===== src/rtl/multicycle_main_fsm_if.sv =====
// Control bundle between the multicycle main FSM (master) and the shared datapath (slave).
// Instruction fields and mem_ready flow in; step enables, mux selects and the debug state flow out.
interface multicycle_main_fsm_if;
    logic [1:0] op;
    logic [5:0] funct;
    logic       mem_ready;
    logic       ir_write;
    logic       next_pc;
    logic       adr_src;
    logic       alu_src_a;
    logic [1:0] alu_src_b;
    logic [1:0] result_src;
    logic       alu_op;
    logic       reg_w;
    logic       mem_w;
    logic       branch;
    logic       undef;
    logic       bus_err;
    logic [3:0] state;

    modport master (
        input  op, funct, mem_ready,
        output ir_write, next_pc, adr_src, alu_src_a, alu_src_b, result_src,
               alu_op, reg_w, mem_w, branch, undef, bus_err, state
    );

    modport slave (
        output op, funct, mem_ready,
        input  ir_write, next_pc, adr_src, alu_src_a, alu_src_b, result_src,
               alu_op, reg_w, mem_w, branch, undef, bus_err, state
    );
endinterface


===== src/rtl/multicycle_main_fsm.sv =====
// Main sequencer of the multicycle ARM core; outputs decode from the state register in the same cycle.
// Fetch/memory states stall on mem_ready=0 and abort with a bus_err pulse after STALL_LIMIT+1 wait cycles.
module multicycle_main_fsm #(
    parameter int STALL_LIMIT = 15,
    parameter int CNT_W       = 4
) (
    input  logic                 clk,
    input  logic                 reset,
    multicycle_main_fsm_if.master bus
);

    typedef enum logic [3:0] {
        S_FETCH    = 4'd0,
        S_DECODE   = 4'd1,
        S_MEMADR   = 4'd2,
        S_MEMREAD  = 4'd3,
        S_MEMWB    = 4'd4,
        S_MEMWRITE = 4'd5,
        S_EXECUTER = 4'd6,
        S_EXECUTEI = 4'd7,
        S_ALUWB    = 4'd8,
        S_BRANCH   = 4'd9
    } state_t;

    localparam logic [CNT_W-1:0] LIMIT = CNT_W'(STALL_LIMIT);

    state_t           cur;
    logic [CNT_W-1:0] wait_cnt;
    logic             waiting;
    logic             timeout;

    always_comb begin
        waiting = (cur inside {S_FETCH, S_MEMREAD, S_MEMWRITE}) && !bus.mem_ready;
        timeout = (STALL_LIMIT != 0) && waiting && (wait_cnt == LIMIT);
    end

    always_ff @(posedge clk or negedge reset) begin
        if (!reset) begin
            cur      <= S_FETCH;
            wait_cnt <= '0;
        end else begin
            // A wait cycle stays put unless it times out, so the counter only survives in-state waits
            wait_cnt <= (waiting && !timeout) ? wait_cnt + CNT_W'(1) : '0;
            case (cur)
                S_FETCH:    if (bus.mem_ready) cur <= S_DECODE;
                S_DECODE: begin
                    case (bus.op)
                        2'b01:   cur <= S_MEMADR;
                        2'b00:   cur <= bus.funct[5] ? S_EXECUTEI : S_EXECUTER;
                        2'b10:   cur <= S_BRANCH;
                        default: cur <= S_FETCH;
                    endcase
                end
                S_MEMADR:   cur <= bus.funct[0] ? S_MEMREAD : S_MEMWRITE;
                S_MEMREAD: begin
                    if (bus.mem_ready)  cur <= S_MEMWB;
                    else if (timeout)   cur <= S_FETCH;
                end
                S_MEMWRITE: if (bus.mem_ready || timeout) cur <= S_FETCH;
                S_EXECUTER: cur <= S_ALUWB;
                S_EXECUTEI: cur <= S_ALUWB;
                default:    cur <= S_FETCH;
            endcase
        end
    end

    always_comb begin
        bus.ir_write   = 1'b0;
        bus.next_pc    = 1'b0;
        bus.adr_src    = 1'b0;
        bus.alu_src_a  = 1'b0;
        bus.alu_src_b  = 2'b00;
        bus.result_src = 2'b00;
        bus.alu_op     = 1'b0;
        bus.reg_w      = 1'b0;
        bus.mem_w      = 1'b0;
        bus.branch     = 1'b0;
        case (cur)
            S_FETCH: begin
                bus.ir_write   = bus.mem_ready;
                bus.next_pc    = bus.mem_ready;
                bus.alu_src_a  = 1'b1;
                bus.alu_src_b  = 2'b10;
                bus.result_src = 2'b10;
            end
            S_DECODE: begin
                bus.alu_src_a  = 1'b1;
                bus.alu_src_b  = 2'b10;
                bus.result_src = 2'b10;
            end
            S_MEMADR:   bus.alu_src_b = 2'b01;
            S_MEMREAD:  bus.adr_src   = 1'b1;
            S_MEMWB: begin
                bus.result_src = 2'b01;
                bus.reg_w      = 1'b1;
            end
            S_MEMWRITE: begin
                bus.adr_src = 1'b1;
                bus.mem_w   = 1'b1;
            end
            S_EXECUTER: bus.alu_op = 1'b1;
            S_EXECUTEI: begin
                bus.alu_src_b = 2'b01;
                bus.alu_op    = 1'b1;
            end
            S_ALUWB:    bus.reg_w = 1'b1;
            S_BRANCH: begin
                bus.alu_src_b  = 2'b01;
                bus.result_src = 2'b10;
                bus.branch     = 1'b1;
            end
            default: ;
        endcase
        // Enables drop the instant reset asserts, even before the state register settles
        bus.ir_write = bus.ir_write & reset;
        bus.next_pc  = bus.next_pc & reset;
        bus.reg_w    = bus.reg_w & reset;
        bus.mem_w    = bus.mem_w & reset;
        bus.branch   = bus.branch & reset;
        bus.undef    = reset && (cur == S_DECODE) && (bus.op == 2'b11);
        bus.bus_err  = reset && timeout;
        bus.state    = cur;
    end

endmodule

===== src/flat_wrapper.sv =====
// flat-port wrapper written by rule: the top's interface ports become plain ports
module multicycle_main_fsm_flat 
#(
    parameter int STALL_LIMIT = 15,
    parameter int CNT_W       = 4
)
  (clk, reset, bus_op, bus_funct, bus_mem_ready, bus_ir_write, bus_next_pc, bus_adr_src, bus_alu_src_a, bus_alu_src_b, bus_result_src, bus_alu_op, bus_reg_w, bus_mem_w, bus_branch, bus_undef, bus_bus_err, bus_state);
  multicycle_main_fsm_if bus_i ();
  input  logic clk;
  input  logic reset;
  input wire logic [$bits(bus_i.op)-1:0] bus_op;
  input wire logic [$bits(bus_i.funct)-1:0] bus_funct;
  input wire logic [$bits(bus_i.mem_ready)-1:0] bus_mem_ready;
  output wire logic [$bits(bus_i.ir_write)-1:0] bus_ir_write;
  output wire logic [$bits(bus_i.next_pc)-1:0] bus_next_pc;
  output wire logic [$bits(bus_i.adr_src)-1:0] bus_adr_src;
  output wire logic [$bits(bus_i.alu_src_a)-1:0] bus_alu_src_a;
  output wire logic [$bits(bus_i.alu_src_b)-1:0] bus_alu_src_b;
  output wire logic [$bits(bus_i.result_src)-1:0] bus_result_src;
  output wire logic [$bits(bus_i.alu_op)-1:0] bus_alu_op;
  output wire logic [$bits(bus_i.reg_w)-1:0] bus_reg_w;
  output wire logic [$bits(bus_i.mem_w)-1:0] bus_mem_w;
  output wire logic [$bits(bus_i.branch)-1:0] bus_branch;
  output wire logic [$bits(bus_i.undef)-1:0] bus_undef;
  output wire logic [$bits(bus_i.bus_err)-1:0] bus_bus_err;
  output wire logic [$bits(bus_i.state)-1:0] bus_state;
  assign bus_i.op = bus_op;
  assign bus_i.funct = bus_funct;
  assign bus_i.mem_ready = bus_mem_ready;
  assign bus_ir_write = bus_i.ir_write;
  assign bus_next_pc = bus_i.next_pc;
  assign bus_adr_src = bus_i.adr_src;
  assign bus_alu_src_a = bus_i.alu_src_a;
  assign bus_alu_src_b = bus_i.alu_src_b;
  assign bus_result_src = bus_i.result_src;
  assign bus_alu_op = bus_i.alu_op;
  assign bus_reg_w = bus_i.reg_w;
  assign bus_mem_w = bus_i.mem_w;
  assign bus_branch = bus_i.branch;
  assign bus_undef = bus_i.undef;
  assign bus_bus_err = bus_i.bus_err;
  assign bus_state = bus_i.state;
  multicycle_main_fsm #(.STALL_LIMIT(STALL_LIMIT), .CNT_W(CNT_W)) u_core (.clk(clk), .reset(reset), .bus(bus_i));
endmodule

===== config.mk =====
export PLATFORM = sky130hd
export DESIGN_NAME = multicycle_main_fsm_flat
export DESIGN_NICKNAME = d
export VERILOG_FILES = /design/src/rtl/multicycle_main_fsm_if.sv /design/src/rtl/multicycle_main_fsm.sv /design/src/flat_wrapper.sv
export SDC_FILE = /design/constraint.sdc
export NUM_CORES = 1
export LEC_CHECK = 0
export CAP_MARGIN = 20
export CORE_ASPECT_RATIO = 0.8
export CORE_MARGIN = 3
export CORE_UTILIZATION = 35
export CTS_CLUSTER_DIAMETER = 200
export DETAILED_ROUTE_END_ITERATION = 12
export GPL_TIMING_DRIVEN = 0
export PLACE_DENSITY = 0.73
export SLEW_MARGIN = 0
export SYNTH_ARGS = -nofsm -noshare
export SYNTH_HDL_FRONTEND = slang
export SYNTH_SLANG_ARGS = --single-unit

===== constraint.sdc =====
create_clock -name clk -period 1.3 [get_ports clk]
set_input_delay 0.195 -clock clk [delete_from_list [all_inputs] [get_ports clk]]
set_output_delay 0.195 -clock clk [all_outputs]
set_load 0.02 [all_outputs]

==> reports/results.txt, run 1 <==
status - complete, but fails checks
failing checks - setup timing
Worst-Margin Slew - 0.5439 ns
crit path capture type - output pin
Layout Nets - 130
YS warnings - 0
Static Leakage - 0.5163 nW
crit path DAT - 1.53 ns
wire per inst - 16.49 um
largest area contributor in the netlist - dfrtp_1
port bufs - 24
Pwr per Cell Area - 2231 nW/um2
Residual DRC - 0
Slew HR - 63.74%
Final min period - 1.725 ns
CP max stage cell - dfrtp_2
CTS sink count - 8
hold_buf cts - 0
P&R area growth vs syn - 98.36%
commonest non-fill, non-tap cells in the layout - 15 x buf_6, 15 x buf_4, 7 x nor2_2
flip-flop and latch count after synthesis - 8
Placement Cell Area - 933.4 um2
max-cap violations - 0
largest net degree at the start of global routing - 12
worst-path cell chain - buf_6 -> nor3_4 -> a22oi_2 -> nor2_2 -> and2_4 -> buf_6
overall global routing resource usage - 17.21%
Filler cells - 101
Bufs and invs on worst path - 2
clk_lat worst skew - 0.26 ns
DR iter-0 viols - 23
number of global-route vias before repair - 585
RR Endpoint - u_core.bus.state[0]$_DFFE_PN0P_
via count - 733
Core Footprint - 1516 um2
Hold Vio Cnt, Final - 0
syn nets - 85
Combinational Power Share - 76.5%
Most common cell on crit path - buf_6
Std-Cell Rows - 12
DR pass1 iterations - 4
cell count after placement - 118
CTS tree - done
crit share post-route - 132.7%
Vias/cell - 5.350
family with the most delay on the worst path - simple AND/OR/NAND/NOR gates
FF-to-FF setup slack - -0.23 ns
io pins - 29
Post-Syn Area - 610.6 um2
achievable clock frequency - 0.5797 GHz
Flop pwr share - 16.4%
Worst setup SP type - register
Clock Skew - 0.007215 ns
Post-Layout Cell Count - 137
# setup viols final - 20
RR Startpoint - u_core.bus.state[3]$_DFFE_PN0P_
final slew viol count - 0
clock network power share - 7.1%
first-pass GRT wire length - 2877 um
share of layout cells above drive strength 1 - 66.38%
critical setup path kind - register to output pin
grt ovf - 0
post-synthesis cell type count - 31
H-tree levels - 1
fin worst setup slack - -0.4251 ns
worst hold path class - input port to async pin
CP Max Fanout - 3
Final ANT Viol Nets - 0
Switching Share - 46.83%
Int Pwr - 1.436 mW
initial antenna violation count - 0
final wirelength - 2259 um
crit-path max cell delay - 0.45 ns
Post-Syn Area per Cell - 8.364 um2
gpl congestion - 0.8051
HPWL Detailed - 1303 um
CP required - 1.11 ns
Worst VDD drop - 1.560 mV
Final Cell Area - 1211 um2
R2R depth - 7
post-synthesis sequential area ratio - 32.79%
Post-Syn Instances - 73
Sw Pwr - 1.265 mW
clk buf depth - 2
Synth area leaders - dfrtp_1 33%, nor2_1 8.6%, xnor2_1 4.3%
Die Wd - 52.70 um
ant diodes - 0
root buf cell - clkbuf_4
Initial Util - 40.26%
Die ar. - 2285 um2
TritonCTS Buffers - 3
Die Y-Extent - 43.36 um
post-synth top area share - 32.79%
RSZ-0062 raised after global routing - true
CTS clk-pin slew, worst paths - 0.06 ns
-- logic make-up after synthesis --
family | share of synthesized area (%)
multiplexers | 1.639
AND/OR/NAND/NOR | 34.22
XOR/XNOR | 5.739
buffers and inverters | 7.991
adder cells (fa/ha/maj) | 2.049
flip-flops | 32.79
AO/OA/AOI/OAI | 15.58
-- how the worst max path moves through the flow --
| stage | slack (ns) | startpoint | cells past startpoint | endpoint |
|---|---|---|---|---|
| finish | -0.43 | u_core.bus.state[3]$_DFFE_PN0P_ | 6 | bus_bus_err |
| global placement | -0.96 | reset | 4 | bus_undef |
| CTS | -0.41 | u_core.bus.state[3]$_DFFE_PN0P_ | 6 | bus_next_pc |
| detailed placement | -1.0 | reset | 4 | bus_mem_w |
| floorplan | -0.13 | u_core.bus.state[3]$_DFFE_PN0P_ | 5 | bus_next_pc |
| global route | -0.50 | u_core.bus.state[3]$_DFFE_PN0P_ | 6 | bus_bus_err |
-- layout make-up --
type                    count  area [um2]  area share, %
multi-input cells          56       506.7          41.84
flip-flops and latches      8       205.2          16.94
plain buffers               4       48.80          4.029
inverters                   4       18.77          1.550
clock buffers               3       22.52          1.860
well taps                  21       26.28          2.169
repair buffers             41       382.9          31.61
-- synthesized netlist by cell type (all sizes together) --
cell    number
nor2        14
dfrtp        8
nor3         6
buf          5
nand3        5
inv          4
nand2b       4
a21oi        3
xnor2        3
nand2        2
nor2b        2
nor4b        2
o21ai        2
a211oi       1
a22oi        1
a31oi        1
and2         1
ha           1
mux2i        1
nor4         1
o211ai       1
o21a         1
o22ai        1
o41ai        1
or2b         1
xor2         1
-- flip-flops by register name, summed over array words and instances, names as in the netlist --
signal	flops
u_core.bus.state	4
u_core.wait_cnt	4
-- through the flow --
stage | power, mW | util [%] | setup WS (ns) | setup TNS [ns] | hold slack (ns)
floorplan | 1.401 | - | -0.1302 | -0.9087 | -0.1006
global placement | 1.909 | 61.55 | -0.9553 | -10.49 | 0.4527
detailed placement | 1.926 | 61.55 | -0.9977 | -10.96 | 0.4576
CTS | 2.235 | 66.67 | -0.4108 | -4.394 | 0.02471
global route | 2.852 | 79.87 | -0.4963 | -6.291 | 0.04182
finish | 2.702 | 79.87 | -0.4251 | -4.902 | 0.02120
-- worst register-to-register path: cells and delay by family (launching register included) --
kind	cells	cell delay [ns]
flops	1	0.45
buf+inv	3	0.40
simple gates	2	0.33
compound gates	2	0.27
-- repair_timing --
action,CTS,global route
endpoints found under the setup margin,23,23
setup buffers,5,13
pin swaps,4,13
gates resized for setup,86,39
-- routing by layer --
| layer | global-route usage, % | vias to the layer above | wire (um) |
|---|---|---|---|
| met2 | 26.24 | 28 | 1163 |
| met1 | 22.83 | 358 | 954 |
| met3 | 6.529 | 4 | 117 |
| met5 | 0 | - | 0 |
| li1 | - | 343 | - |
| met4 | 4.592 | 0 | 24 |
-- power by group through the flow --
stage | clock network (mW) | registers, mW | logic [mW]
CTS | 0.190 | 0.402 | 1.64
global placement | 0 | 0.391 | 1.52
floorplan | 0 | 0.446 | 0.956
detailed placement | 0 | 0.397 | 1.53
global route | 0.218 | 0.455 | 2.18
finish | 0.193 | 0.443 | 2.07
Power figures use the tool's default switching activity.
==> run 2, diff against run 1 <==
- ABC_AREA: unset -> 1
- CORE_ASPECT_RATIO: 0.8 -> 1.25
- PLACE_DENSITY: 0.73 -> 0.74
==> run 2 against run 1 <==
Effect of this change: critical endpoint unchanged; the flow still finishes with violations (setup timing); largest power group unchanged; clock-buffer cell count rose by 1; non-clock buffer count increased by 1; synthesized area shrank 4.1%.
==> reports/results.txt, run 2 <==
Placement Cell Area - 897.1 um2
# setup viols final - 21
CTS sink count - 8
first-pass GRT wire length - 3056 um
wire per inst - 16.82 um
met2 GRT Util - 36.29%
crit path capture type - output pin
Switching Share - 50.01%
crit share post-route - 128.3%
DR iter-0 viols - 14
ys flop type - dfrtp_1
crit path DAT - 1.47 ns
Die Wd - 42.59 um
root buf cell - clkbuf_4
largest net degree at the start of global routing - 9
number of global-route vias before repair - 735
Residual DRC - 0
routing usage on met3 - 3.460%
CP Max Fanout - 6
top cells by count, synth - 16 x inv_1, 13 x nand2_1, 11 x nor2_1
Hold Vio Cnt, Final - 0
ant diodes - 0
share of layout cells above drive strength 1 - 61.83%
final wirelength - 2490 um
Final ANT Viol Nets - 0
Int Pwr - 1.543 mW
failing checks - setup timing
commonest non-fill, non-tap cells in the layout - 18 x buf_4, 17 x buf_6, 10 x nand2_1
post-synthesis sequential area ratio - 34.19%
largest area contributor in the netlist - dfrtp_1
Core Footprint - 1483 um2
RSZ-0062 raised after global routing - true
CP required - 1.11 ns
status - complete, but fails checks
Std-Cell Rows - 15
overall global routing resource usage - 18.20%
Clock Skew - 0.003928 ns
clk_lat worst skew - 0.25 ns
Worst setup SP type - register
Sw Pwr - 1.543 mW
busiest grt layer - met2
post-synth top area share - 34.19%
grt ovf - 0
syn nets - 94
gpl congestion - 0.7893
H-tree levels - 1
Post-Syn Area per Cell - 7.141 um2
Worst VDD drop - 1.470 mV
clk buf depth - 2
port bufs - 24
Final min period - 1.668 ns
CTS clk-pin slew, worst paths - 0.06 ns
Die Y-Extent - 51.73 um
clock network power share - 6.5%
initial antenna violation count - 0
Synth area leaders - dfrtp_1 34%, inv_1 10%, nand2_1 8.3%
Final Cell Area - 1219 um2
CTS tree - done
met1 Usage GRT - 17.09%
final slew viol count - 0
Initial Util - 39.49%
Worst-Margin Slew - 0.3651 ns
Vias/cell - 5.230
Post-synth EDFFs - 0
YS warnings - 0
io pins - 29
Flop pwr share - 15.2%
P&R area growth vs syn - 108.1%
critical setup path kind - register to output pin
Die ar. - 2203 um2
TritonCTS Buffers - 3
achievable clock frequency - 0.5994 GHz
HPWL Detailed - 1190 um
Post-Syn Instances - 82
fin worst setup slack - -0.3684 ns
most common cell after layout, fill and taps aside - buf_4
worst hold path class - register to register
Pwr per Cell Area - 2533 nW/um2
Combinational Power Share - 78.3%
Layout Nets - 144
Post-synth ARST share - 100.0%
TNS Setup - -4.062 ns
Slew HR - 75.58%
Post-Syn Area - 585.6 um2
flip-flop and latch count after synthesis - 8
Static Leakage - 0.5921 nW
post-synthesis cell type count - 21
DR pass1 iterations - 4
via count - 774
max-cap violations - 0
cell with the most instances after synthesis - inv_1
## run 2: cell types whose count changed after synthesis, moves of 2 or more
cell / change
a21oi_1: -3
nor3_1: -2
inv_1: +12
nand4_1: +3
nor2_2: +2
nand2_2: +4
nor2_1: -3
nand2b_1: -3
buf_2: -3
nor2b_1: -2
xnor2_1: -3
nand2_1: +11
## run 2: critical path, cell delays in order (launching register included)
cell and delay (ns):
dfrtp_2 0.47, nand2_1 0.12, inv_1 0.16, nand2_4 0.08, nand3_4 0.08, nand2_4 0.06, nor3_4 0.12, buf_6 0.13
## run 2: routing by layer
layer	up-vias	part of all wire [%]
li1	364	-
met1	371	38
met2	33	56
met3	6	3.7
met4	0	2.6
met5	-	0
## run 2: what timing repair did
action | CTS | global route
hold buffers | 1 | 0
gates resized for setup | 107 | 27
endpoints found under the hold margin | 8 | 0
endpoints found under the setup margin | 18 | 24
pin swaps | 10 | 11
setup buffers | 13 | 7
## run 2: kinds of logic after synthesis
family / count (synthesis) / share of synthesized area [%]
flops: 8 / 34.19
compound gates: 7 / 7.265
buf+inv: 18 / 12.18
simple gates: 47 / 42.74
xor+xnor: 1 / 1.496
fa+ha+maj: 1 / 2.136
## run 2: cell type report
type	instances	area, um2
tap	17	21.27
fill	88	264.0
timing repair buffer	45	414.1
clock buffer	4	26.28
inverter	17	72.57
sequential	8	205.2
multi-input combinational	56	467.9
buffer	1	11.26
## run 2: final timing paths
| check | depth (start not counted) | to | slack [ns] | startpoint |
|---|---|---|---|---|
| setup / recovery | 7 | bus_bus_err | -0.37 | u_core.bus.state[1]$_DFFE_PN0P_ |
| hold / removal | 1 | u_core.wait_cnt[0]$_DFF_PN0_ | 0.48 | u_core.wait_cnt[0]$_DFF_PN0_ |
| setup reg to reg | 8 | u_core.wait_cnt[2]$_DFF_PN0_ | -0.14 | u_core.bus.state[1]$_DFFE_PN0P_ |
| hold reg to reg | 1 | u_core.wait_cnt[0]$_DFF_PN0_ | 0.48 | u_core.wait_cnt[0]$_DFF_PN0_ |
| max in group asynchronous | 2 | u_core.bus.state[0]$_DFFE_PN0P_ | 0.47 | reset |
| min in group asynchronous | 2 | u_core.wait_cnt[0]$_DFF_PN0_ | 0.54 | reset |
## run 2: power by group through the flow
stage / clock (mW) / combinational (mW) / sequential, mW
floorplan: 0 / 0.888 / 0.496
global placement: 0 / 1.46 / 0.451
detailed placement: 0 / 1.48 / 0.454
CTS: 0.215 / 1.95 / 0.456
global route: 0.227 / 2.56 / 0.476
finish: 0.201 / 2.42 / 0.470
## run 2: stage by stage
stage | cells | hold WS (ns) | total power, mW | utilization [%] | setup slack (ns)
floorplan | 82 | -0.1006 | 1.384 | - | -0.1475
global placement | 123 | 0.4509 | 1.915 | 60.51 | -1.047
detailed placement | 123 | 0.4562 | 1.934 | 60.51 | -1.077
CTS | 141 | 0.4838 | 2.619 | 73.25 | -0.3521
global route | 148 | 0.4861 | 3.258 | 82.19 | -0.4567
finish | 148 | 0.4757 | 3.086 | 82.19 | -0.3684
==> run 3, diff against run 2 <==
- SLEW_MARGIN: 0 -> unset
==> results of run 3 <==
Final layout, timing and power as in run 2 (identical DEF).
